File: src/rtl/ctrl_pipe_hazard_if.sv
// Decoder-to-pipeline control interface.
// Carries ID-stage control in and staged control/hazard selects out.
interface ctrl_pipe_hazard_if #(
    parameter int RA_W = 5
);
    logic            id_valid;
    logic [12:0]     id_ctrl;
    logic [RA_W-1:0] id_rs;
    logic [RA_W-1:0] id_rt;
    logic [RA_W-1:0] id_rd;
    logic            ex_zero;

    logic [12:0]     ex_ctrl;
    logic [12:0]     mem_ctrl;
    logic [12:0]     wb_ctrl;
    logic [RA_W-1:0] ex_rs;
    logic [RA_W-1:0] ex_rt;
    logic [RA_W-1:0] ex_dst;
    logic [RA_W-1:0] mem_dst;
    logic [RA_W-1:0] wb_dst;
    logic            pc_write;
    logic            ifid_write;
    logic            if_flush;
    logic [1:0]      pc_sel;
    logic [1:0]      fwd_a;
    logic [1:0]      fwd_b;

    modport master (
        output id_valid, id_ctrl, id_rs, id_rt, id_rd, ex_zero,
        input  ex_ctrl, mem_ctrl, wb_ctrl, ex_rs, ex_rt,
        input  ex_dst, mem_dst, wb_dst,
        input  pc_write, ifid_write, if_flush, pc_sel, fwd_a, fwd_b
    );

    modport slave (
        input  id_valid, id_ctrl, id_rs, id_rt, id_rd, ex_zero,
        output ex_ctrl, mem_ctrl, wb_ctrl, ex_rs, ex_rt,
        output ex_dst, mem_dst, wb_dst,
        output pc_write, ifid_write, if_flush, pc_sel, fwd_a, fwd_b
    );
endinterface

File: src/rtl/ctrl_pipe_hazard.sv
// Control pipeline ID/EX, EX/MEM, MEM/WB with destination resolution,
// load-use stall, branch/jump redirect and EX operand forwarding.
module ctrl_pipe_hazard #(
    parameter int RA_W     = 5,
    parameter int LINK_REG = 31
) (
    input logic               clk,
    input logic               reset,
    ctrl_pipe_hazard_if.slave bus
);
    // ctrl = {RegDst[1:0],MemtoReg[1:0],ALUOp[1:0],Jump,Branch,
    //         MemRead,MemWrite,ALUSrc,RegWrite,sign_or_zero}
    localparam logic [12:0]     BUBBLE = 13'h0001;
    localparam logic [RA_W-1:0] LINK   = RA_W'(LINK_REG);
    localparam int B_JUMP   = 6;
    localparam int B_BRANCH = 5;
    localparam int B_MEMRD  = 4;
    localparam int B_REGWR  = 1;

    logic            ex_valid, mem_valid, wb_valid;
    logic [12:0]     ex_ctrl, mem_ctrl, wb_ctrl;
    logic [RA_W-1:0] ex_dst, mem_dst, wb_dst;
    logic [RA_W-1:0] ex_rs, ex_rt;
    logic [RA_W-1:0] id_dst;
    logic            load_use, taken, stall, jump;
    logic            mem_wr, wb_wr;
    logic [1:0]      pc_sel, fwd_a, fwd_b;

    // Resolve the write register of the ID instruction
    always_comb begin
        id_dst = '0;
        unique case (bus.id_ctrl[12:11])
            2'b00:   id_dst = bus.id_rt;
            2'b01:   id_dst = bus.id_rd;
            2'b10:   id_dst = LINK;
            default: id_dst = '0;
        endcase
    end

    assign load_use = ex_valid && ex_ctrl[B_MEMRD] && (ex_dst != '0)
                   && bus.id_valid
                   && ((ex_dst == bus.id_rs) || (ex_dst == bus.id_rt));
    assign taken = ex_valid && ex_ctrl[B_BRANCH] && bus.ex_zero;
    // A taken branch squashes the ID instruction, so its hazard is moot
    assign stall = load_use && !taken;
    assign jump  = bus.id_valid && bus.id_ctrl[B_JUMP] && !load_use && !taken;

    assign mem_wr = mem_valid && mem_ctrl[B_REGWR] && (mem_dst != '0);
    assign wb_wr  = wb_valid && wb_ctrl[B_REGWR] && (wb_dst != '0);

    // Redirect select: taken branch outranks jump
    always_comb begin
        pc_sel = 2'b00;
        unique case (1'b1)
            taken:   pc_sel = 2'b10;
            jump:    pc_sel = 2'b01;
            default: pc_sel = 2'b00;
        endcase
    end

    // Forwarding: youngest producer (EX/MEM) wins over MEM/WB
    always_comb begin
        fwd_a = 2'b00;
        fwd_b = 2'b00;
        if (mem_wr && (mem_dst == ex_rs))
            fwd_a = 2'b10;
        else if (wb_wr && (wb_dst == ex_rs))
            fwd_a = 2'b01;
        if (mem_wr && (mem_dst == ex_rt))
            fwd_b = 2'b10;
        else if (wb_wr && (wb_dst == ex_rt))
            fwd_b = 2'b01;
    end

    // Advance ID->EX, inserting a bubble on stall, redirect or invalid ID
    always_ff @(posedge clk or negedge reset) begin
        if (!reset) begin
            ex_valid <= 1'b0;
            ex_ctrl  <= BUBBLE;
            ex_dst   <= '0;
            ex_rs    <= '0;
            ex_rt    <= '0;
        end else if (taken || stall || !bus.id_valid) begin
            ex_valid <= 1'b0;
            ex_ctrl  <= BUBBLE;
            ex_dst   <= '0;
            ex_rs    <= '0;
            ex_rt    <= '0;
        end else begin
            ex_valid <= 1'b1;
            ex_ctrl  <= bus.id_ctrl;
            ex_dst   <= id_dst;
            ex_rs    <= bus.id_rs;
            ex_rt    <= bus.id_rt;
        end
    end

    // Advance EX->MEM->WB unconditionally
    always_ff @(posedge clk or negedge reset) begin
        if (!reset) begin
            mem_valid <= 1'b0;
            mem_ctrl  <= BUBBLE;
            mem_dst   <= '0;
            wb_valid  <= 1'b0;
            wb_ctrl   <= BUBBLE;
            wb_dst    <= '0;
        end else begin
            mem_valid <= ex_valid;
            mem_ctrl  <= ex_ctrl;
            mem_dst   <= ex_dst;
            wb_valid  <= mem_valid;
            wb_ctrl   <= mem_ctrl;
            wb_dst    <= mem_dst;
        end
    end

    assign bus.ex_ctrl    = ex_ctrl;
    assign bus.mem_ctrl   = mem_ctrl;
    assign bus.wb_ctrl    = wb_ctrl;
    assign bus.ex_rs      = ex_rs;
    assign bus.ex_rt      = ex_rt;
    assign bus.ex_dst     = ex_dst;
    assign bus.mem_dst    = mem_dst;
    assign bus.wb_dst     = wb_dst;
    assign bus.pc_write   = !stall;
    assign bus.ifid_write = !stall;
    assign bus.if_flush   = taken || jump;
    assign bus.pc_sel     = pc_sel;
    assign bus.fwd_a      = fwd_a;
    assign bus.fwd_b      = fwd_b;
endmodule

File: src/flat_wrapper.sv
// flat-port wrapper written by rule: the top's interface ports become plain ports
module ctrl_pipe_hazard_flat 
#(
    parameter int RA_W     = 5,
    parameter int LINK_REG = 31
)
  (clk, reset, bus_id_valid, bus_id_ctrl, bus_id_rs, bus_id_rt, bus_id_rd, bus_ex_zero, bus_ex_ctrl, bus_mem_ctrl, bus_wb_ctrl, bus_ex_rs, bus_ex_rt, bus_ex_dst, bus_mem_dst, bus_wb_dst, bus_pc_write, bus_ifid_write, bus_if_flush, bus_pc_sel, bus_fwd_a, bus_fwd_b);
  ctrl_pipe_hazard_if #(.RA_W(RA_W)) bus_i ();
  input logic clk;
  input logic reset;
  input wire logic [$bits(bus_i.id_valid)-1:0] bus_id_valid;
  input wire logic [$bits(bus_i.id_ctrl)-1:0] bus_id_ctrl;
  input wire logic [$bits(bus_i.id_rs)-1:0] bus_id_rs;
  input wire logic [$bits(bus_i.id_rt)-1:0] bus_id_rt;
  input wire logic [$bits(bus_i.id_rd)-1:0] bus_id_rd;
  input wire logic [$bits(bus_i.ex_zero)-1:0] bus_ex_zero;
  output wire logic [$bits(bus_i.ex_ctrl)-1:0] bus_ex_ctrl;
  output wire logic [$bits(bus_i.mem_ctrl)-1:0] bus_mem_ctrl;
  output wire logic [$bits(bus_i.wb_ctrl)-1:0] bus_wb_ctrl;
  output wire logic [$bits(bus_i.ex_rs)-1:0] bus_ex_rs;
  output wire logic [$bits(bus_i.ex_rt)-1:0] bus_ex_rt;
  output wire logic [$bits(bus_i.ex_dst)-1:0] bus_ex_dst;
  output wire logic [$bits(bus_i.mem_dst)-1:0] bus_mem_dst;
  output wire logic [$bits(bus_i.wb_dst)-1:0] bus_wb_dst;
  output wire logic [$bits(bus_i.pc_write)-1:0] bus_pc_write;
  output wire logic [$bits(bus_i.ifid_write)-1:0] bus_ifid_write;
  output wire logic [$bits(bus_i.if_flush)-1:0] bus_if_flush;
  output wire logic [$bits(bus_i.pc_sel)-1:0] bus_pc_sel;
  output wire logic [$bits(bus_i.fwd_a)-1:0] bus_fwd_a;
  output wire logic [$bits(bus_i.fwd_b)-1:0] bus_fwd_b;
  assign bus_i.id_valid = bus_id_valid;
  assign bus_i.id_ctrl = bus_id_ctrl;
  assign bus_i.id_rs = bus_id_rs;
  assign bus_i.id_rt = bus_id_rt;
  assign bus_i.id_rd = bus_id_rd;
  assign bus_i.ex_zero = bus_ex_zero;
  assign bus_ex_ctrl = bus_i.ex_ctrl;
  assign bus_mem_ctrl = bus_i.mem_ctrl;
  assign bus_wb_ctrl = bus_i.wb_ctrl;
  assign bus_ex_rs = bus_i.ex_rs;
  assign bus_ex_rt = bus_i.ex_rt;
  assign bus_ex_dst = bus_i.ex_dst;
  assign bus_mem_dst = bus_i.mem_dst;
  assign bus_wb_dst = bus_i.wb_dst;
  assign bus_pc_write = bus_i.pc_write;
  assign bus_ifid_write = bus_i.ifid_write;
  assign bus_if_flush = bus_i.if_flush;
  assign bus_pc_sel = bus_i.pc_sel;
  assign bus_fwd_a = bus_i.fwd_a;
  assign bus_fwd_b = bus_i.fwd_b;
  ctrl_pipe_hazard #(.RA_W(RA_W), .LINK_REG(LINK_REG)) u_core (.clk(clk), .reset(reset), .bus(bus_i));
endmodule
File: config.mk
export PLATFORM = sky130hd
export DESIGN_NAME = ctrl_pipe_hazard_flat
export DESIGN_NICKNAME = d
export VERILOG_FILES = /design/src/rtl/ctrl_pipe_hazard_if.sv /design/src/rtl/ctrl_pipe_hazard.sv /design/src/flat_wrapper.sv
export SDC_FILE = /design/constraint.sdc
export NUM_CORES = 1
export LEC_CHECK = 0
export CAP_MARGIN = 5
export CORE_UTILIZATION = 30
export DETAILED_ROUTE_END_ITERATION = 8
export RECOVER_POWER = 25
export SETUP_SLACK_MARGIN = 0.05
export SYNTH_ARGS = -nofsm -noshare
export SYNTH_HDL_FRONTEND = slang
export SYNTH_SLANG_ARGS = --single-unit
File: constraint.sdc
create_clock -name clk -period 2.7 [get_ports clk]
set_input_delay 0.81 -clock clk [delete_from_list [all_inputs] [get_ports clk]]
set_output_delay 0.81 -clock clk [all_outputs]
set_load 0.02 [all_outputs]
==> impl_metrics.csv, run 1 <==
group,metric,value,unit
timing,skew,0.01302,ns
clocking,cts.sinks,67,
synthesis,syn_nets,200,
critical_path,cp_cell_sequence,"buf_4 -> xor2_1 -> or4_4 -> nor4_2 -> buf_2",
synthesis,synth_warnings,0,
synthesis,synthArstFlopShare,1.000,
route,wl_per_cell,13.58,um
die,dieArea,8387,um^2
finish,mostFrequentLayoutCell,"clkdlybuf4s50_1",
hold_path,hold_class,"reg -> reg",
timing,tightest_slew,0.5047,ns
grt,grt_pass1_wl,9197,um
clocking,clock_latency,0.34,ns
synthesis,synth_compound_area_frac,0.05146,
placed_design,dpl.cell_count,409,
critical_path,path_class,"reg -> out",
clocking,cts-root-buf,"clkbuf_8",
run_status,violations,"setup timing",
critical_path,crit_cells,5,
critical_path,path_max_fanout,3,
critical_path,worstSetupEndpointType,"primary output",
grt,first_global_vias,1817,
timing,clock.fmax,358.2,MHz
synthesis,synthSimpleGateAreaFrac,0.1149,
synthesis,syn_area_per_cell,14.33,um^2
synthesis,synth.area.mux_share,0,
die,fp.dieW,91.58,um
synthesis,synth_fa_ha_area_frac,0,
power_and_ir_drop,p_leak,1.926,nW
route,antenna_left,0,
route,drt_iter0_markers,54,
grt,grt_use_met2,0.2350,
route,viasPerCell,4.226,
clocking,cts_tree,"yes",
timing,max_slew_margin,0.6635,
critical_path,critPathTopFamily,"simple AND/OR/NAND/NOR gates",
hold_path,whs_path_depth,0,
clocking,cts_buffer_depth,2,
timing,drv_slew,0,
die,rows,32,
run_status,status,"finished, violations left",
finish,stdcell_count,429,
die,die_h,91.58,um
route,drc,0,
timing,fin_ws,-0.09174,ns
grt,grtUsageMet1,0.1823,
grt,grt-ovfl-total,0,
die,start_util,0.3115,
timing,finalCritPeriodShare,1.034,
finish,area_growth,73.02,%
clocking,postCtsHoldBufs,0,
finish,most-common-layout-cells,"clkdlybuf4s50_1 (84), dfrtp_1 (63), buf_4 (43)",
synthesis,synth_edf_count,0,
clocking,htree_levels,3,
placed_design,place.gp.congestion,0.7628,
synthesis,ys_ff_latch,67,
route,drtPass1Iterations,4,
grt,met3_usage,0.05863,
timing,setup_viol_count_final,5,
critical_path,cp.buffers_inverters,2,
power_and_ir_drop,power_density,595.9,nW/um^2
synthesis,netlist_instances,168,
grt,grt_max_degree,47,
synthesis,synth_xor_area_frac,0.1091,
critical_path,crit_slowest_cell,"or4_4",
synthesis,synth_top_family_by_area,"simple AND/OR/NAND/NOR gates",
grt,globalRoute.busiestLayer,"met2",
clocking,path_clk_slew,0.08,ns
clocking,numCtsBuffers,9,
critical_path,rr_worst_depth,8,
timing,period_needed,2.792,ns
timing,hold_viol,0,
finish,layout.nets,354,
critical_path,worstSetupStartpointType,"register",
power_and_ir_drop,p_total,0.002482,W
die,fp.coreArea,7727,um^2
synthesis,synthFlopType,"dfrtp_1",
synthesis,yosysUniqueCellTypes,25,
critical_path,critPathMaxStageDelay,0.51,ns
synthesis,synth.yosys.seq_area_share,0.6980,
die,pin_count,105,
run,drv_cap,0,
route,vias,1813,
timing,rsz0062_at_grt,"yes",
finish,diodes,0,
grt,grt_antenna_before_repair,0,
placed_design,io_buffer_count,104,
placed_design,dp_hpwl,4404,um
power_and_ir_drop,vdd_drop_max,0.5115,mV
critical_path,cp.required,1.89,ns
critical_path,arrival,1.98,ns
synthesis,syn_area,2407,um^2
grt,track_usage,0.1486,
route,wirelength,5827,um
finish,drive_gt1_frac,0.2966,
what timing repair did:
action / 4_1_cts / 5_1_grt
endpoints found under the setup margin: 9 / 8
setup buffers: 4 / 0
resized for setup: 87 / 14
pin swaps: 15 / 10
sequential cells by signal, indices dropped and copies added, names as in the netlist, 5 cells and up:
name	count
u_core.bus.ex_ctrl	13
u_core.bus.ex_dst	5
u_core.bus.ex_rs	5
u_core.bus.ex_rt	5
u_core.bus.mem_ctrl	13
u_core.bus.mem_dst	5
u_core.bus.wb_ctrl	13
u_core.bus.wb_dst	5
routing by layer:
| metal | part of all wire | vias to the layer above |
|---|---|---|
| met5 | 0 | - |
| met2 | 0.51 | 55 |
| li1 | - | 864 |
| met4 | 0.0088 | 0 |
| met3 | 0.055 | 4 |
| met1 | 0.43 | 890 |
area by class of cell:
type / instances / area (um^2)
multi-input combinational: 90 / 758.2
fill: 694 / 3562
timing repair buffer: 148 / 1353
clock buffer: 9 / 123.9
tap: 102 / 127.6
clock inverter: 7 / 98.84
sequential: 67 / 1682
inverter: 6 / 22.52
synth_stat cells, types with 2 or more instances:
library cell / instances / area, um^2
nor3_2: 2 / 20.02
o21ai_0: 6 / 30.03
o211ai_1: 2 / 15.01
dfstp_2: 3 / 78.83
o311a_1: 5 / 50.05
or4_1: 5 / 37.54
dfrtp_1: 64 / 1602
xnor2_1: 6 / 52.55
nand2_1: 2 / 7.510
and2_1: 21 / 131.4
inv_1: 6 / 22.52
nor2_1: 2 / 7.510
xor2_1: 24 / 210.2
nor4_1: 4 / 25.02
nor3_1: 3 / 15.01
nand3_1: 4 / 20.02
worst paths after layout:
path	startpoint	to	slack, ns
worst max-delay path	u_core.bus.wb_dst[4]$_DFF_PN0_	bus_fwd_b[0]	-0.09
worst min-delay path	u_core.bus.ex_ctrl[0]$_DFF_PN1_	u_core.bus.mem_ctrl[0]$_DFF_PN1_	0.37
worst max register to register	u_core.bus.ex_dst[0]$_DFF_PN0_	u_core.bus.ex_rs[1]$_DFF_PN0_	0.58
worst min register to register	u_core.bus.ex_ctrl[0]$_DFF_PN1_	u_core.bus.mem_ctrl[0]$_DFF_PN1_	0.37
max in group asynchronous	reset	u_core.bus.wb_ctrl[0]$_DFF_PN1_	1.59
min in group asynchronous	reset	u_core.bus.ex_ctrl[3]$_DFF_PN0_	0.43
report_power, final:
part / switching [W] / total (W) / internal (W)
combinational: 0.000216 / 0.000457 / 0.000241
clock: 0.000391 / 0.000917 / 0.000526
sequential: 0.0000423 / 0.00111 / 0.00107
stage by stage:
step / hold WS (ns) / TNS (ns) / instance area, um^2 / utilization / setup WS [ns]
3_5_place_dp: 0.3584 / -8.223 / 3865 / 0.5002 / -0.9476
5_1_grt: 0.3725 / -1.121 / 4165 / 0.5390 / -0.2435
6_report: 0.3676 / -0.2501 / 4165 / 0.5390 / -0.09174
3_3_place_gp: 0.3552 / -7.520 / 3865 / 0.5002 / -0.9157
2_1_floorplan: 0.3539 / 0 / 2430 / - / 0.04090
4_1_cts: 0.3692 / -0.8179 / 4126 / 0.5340 / -0.1511
cell families (layout without fill, tap and decap cells):
kind of cell    count (synthesis)  after routing
buf+inv                        11            170
compound gates                 15             15
simple gates                   45             45
xor+xnor                       30             30
flops                          67             67
No activity file was read; power rests on OpenSTA's default activity.
==> inputs of run 2 (changes only) <==
--- a/config.mk
+++ b/config.mk
@@ -7,6 +7,7 @@
 export LEC_CHECK = 0
 export CAP_MARGIN = 5
 export CORE_UTILIZATION = 30
+export CTS_CLUSTER_SIZE = 28
 export DETAILED_ROUTE_END_ITERATION = 8
 export RECOVER_POWER = 25
 export SETUP_SLACK_MARGIN = 0.05
==> results of run 2 <==
Same layout as run 1: the final DEF is identical, and so are final timing and power.
==> inputs of run 3 (changes only) <==
--- a/config.mk
+++ b/config.mk
@@ -6,7 +6,7 @@
 export NUM_CORES = 1
 export LEC_CHECK = 0
 export CAP_MARGIN = 5
-export CORE_UTILIZATION = 30
+export CORE_UTILIZATION = 27
 export CTS_CLUSTER_SIZE = 28
 export DETAILED_ROUTE_END_ITERATION = 8
 export RECOVER_POWER = 25
==> impl_metrics.csv, run 3 (synthesis results as in run 1) <==
group,metric,value,unit
placed_design,io_buffer_count,104,
power_and_ir_drop,power_density,575.7,nW/um^2
power_and_ir_drop,p_sw,0.0006240,W
die,fp.coreArea,8678,um^2
finish,diodes,0,
run_status,status,"finished, violations left",
power_and_ir_drop,p_int,0.001751,W
finish,most-common-layout-cells,"clkdlybuf4s50_1 (84), dfrtp_1 (63), buf_4 (44)",
route,drtPass1Iterations,5,
power_and_ir_drop,p_leak,1.912,nW
clocking,cts_buffer_depth,2,
finish,drive_gt1_frac,0.2918,
grt,grt_antenna_before_repair,0,
critical_path,critPathMaxStageDelay,0.56,ns
clocking,numCtsBuffers,9,
power_and_ir_drop,p_total,0.002375,W
clocking,postCtsHoldBufs,0,
critical_path,worstSetupEndpointType,"primary output",
hold_path,whs_path_depth,0,
critical_path,cp.buffers_inverters,1,
route,wl_per_cell,13.96,um
critical_path,crit_top_cell,"or4_1",
placed_design,dpl.cell_count,417,
grt,grt-ovfl-total,0,
placed_design,place.gp.congestion,0.8131,
critical_path,arrival,2.00,ns
power_and_ir_drop,sw_frac_of_total,0.2627,
die,dieArea,9298,um^2
clocking,path_clk_slew,0.07,ns
finish,area_growth,71.41,%
die,die_h,96.43,um
timing,finalCritPeriodShare,1.042,
finish,nFillCells,846,
timing,setup_viol_count_final,7,
hold_path,hold_class,"reg -> reg",
critical_path,critPathTopFamily,"simple AND/OR/NAND/NOR gates",
power_and_ir_drop,combPwrFrac,0.190,
critical_path,worstSetupStartpointType,"register",
finish,reg_top3,"u_core.bus.ex_ctrl x13, u_core.bus.mem_ctrl x13, u_core.bus.wb_ctrl x13",
die,pin_count,105,
finish,stdcell_count,437,
placed_design,preCtsSetupSlack,-0.9867,ns
run,drv_cap,0,
timing,rsz0062_at_grt,"yes",
power_and_ir_drop,vdd_drop_max,0.2233,mV
critical_path,cp_cell_sequence,"or4_1 -> o211ai_1 -> or4_1 -> nor4_2 -> buf_4",
run_status,violations,"DRC, setup timing",
timing,skew,0.006119,ns
timing,max_slew_margin,0.6205,
power_and_ir_drop,p_seq_frac,0.467,
grt,track_usage,0.1438,
die,fp.dieW,96.43,um
grt,grt_pass1_wl,9439,um
placed_design,dp_hpwl,4676,um
grt,grt_max_degree,41,
clocking,htree_levels,3,
route,drc,1,
clocking,cts.sinks,67,
grt,first_global_vias,1829,
die,start_util,0.2774,
finish,mostFrequentLayoutCell,"clkdlybuf4s50_1",
critical_path,crit_cells,5,
clocking,clock_latency,0.34,ns
timing,hold_viol,0,
die,rows,34,
route,antenna_left,0,
route,vias,1802,
route,viasPerCell,4.124,
route,wirelength,6101,um
timing,period_needed,2.815,ns
clocking,cts_tree,"yes",
route,drt_iter0_markers,40,
timing,tightest_slew,0.5693,ns
timing,fin_ws,-0.1147,ns
finish,layout.nets,356,
power_and_ir_drop,clkPwrFrac,0.343,
timing,drv_slew,0,
timing,clock.fmax,355.3,MHz
clocking,cts-root-buf,"clkbuf_8",
critical_path,rr_worst_depth,6,
critical_path,crit_slowest_cell,"or4_1",
critical_path,path_class,"reg -> out",
critical_path,cp.required,1.89,ns
critical_path,path_max_fanout,4,
-- run 3: layout make-up --
| type | count | area [um^2] | share of cell area |
|---|---|---|---|
| Clock buffer | 11 | 141.4 | 0.03426 |
| Clock inverter | 5 | 52.55 | 0.01273 |
| Inverter | 6 | 22.52 | 0.005458 |
| Multi-Input combinational cell | 90 | 737.0 | 0.1786 |
| Sequential cell | 67 | 1682 | 0.4075 |
| Tap cell | 108 | 135.1 | 0.03275 |
| Timing Repair Buffer | 150 | 1356 | 0.3287 |
-- run 3: stage by stage --
| step | setup TNS, ns | util | hold WS [ns] | instance area [um^2] |
|---|---|---|---|---|
| floorplan | 0 | - | 0.3539 | 2430 |
| global placement | -4.613 | 0.4480 | 0.3548 | 3887 |
| detailed placement | -4.802 | 0.4480 | 0.3558 | 3887 |
| CTS | -0.9996 | 0.4738 | 0.3656 | 4111 |
| global route | -1.355 | 0.4755 | 0.3699 | 4126 |
| finish | -0.4419 | 0.4755 | 0.3647 | 4126 |
-- run 3: metal layers --
metal  wire length, um  part of all wire  track usage
met5                 0                 0            0
met4               109             0.018      0.06250
met3               384             0.063      0.04460
met2              2905              0.48       0.2210
met1              2701              0.44       0.1872
-- run 3: final timing paths --
kind | start | end | slack, ns
min | u_core.bus.ex_ctrl[0]$_DFF_PN1_ | u_core.bus.mem_ctrl[0]$_DFF_PN1_ | 0.36
max | u_core.bus.wb_dst[4]$_DFF_PN0_ | bus_fwd_a[0] | -0.11
min in group asynchronous | reset | u_core.bus.ex_rs[3]$_DFF_PN0_ | 0.46
max in group asynchronous | reset | u_core.bus.ex_ctrl[0]$_DFF_PN1_ | 1.57
max reg2reg | u_core.bus.ex_dst[4]$_DFF_PN0_ | u_core.bus.ex_rs[1]$_DFF_PN0_ | 0.70
min reg2reg | u_core.bus.ex_ctrl[0]$_DFF_PN1_ | u_core.bus.mem_ctrl[0]$_DFF_PN1_ | 0.36
-- run 3: power by group through the flow --
stage	clock, W	combinational (W)	sequential, W
detailed placement	0	0.000452	0.00113
finish	0.000814	0.000451	0.00111
floorplan	0	0.0000962	0.00120
CTS	0.000847	0.000457	0.00111
global route	0.000900	0.000490	0.00112
global placement	0	0.000448	0.00113
-- run 3: what timing repair did --
item	4_1_cts	5_1_grt
resized for setup	88	13
endpoints found under the setup margin	9	8
pin swaps	11	7
buffers inserted	3	1
-- run 3: worst reg2reg max path, stage by stage, from the launching register on --
cell	delay, ns
dfrtp_2	0.46
xor2_2	0.19
nor3_2	0.24
a22oi_2	0.13
buf_4	0.16
o311a_4	0.48
and2_1	0.22
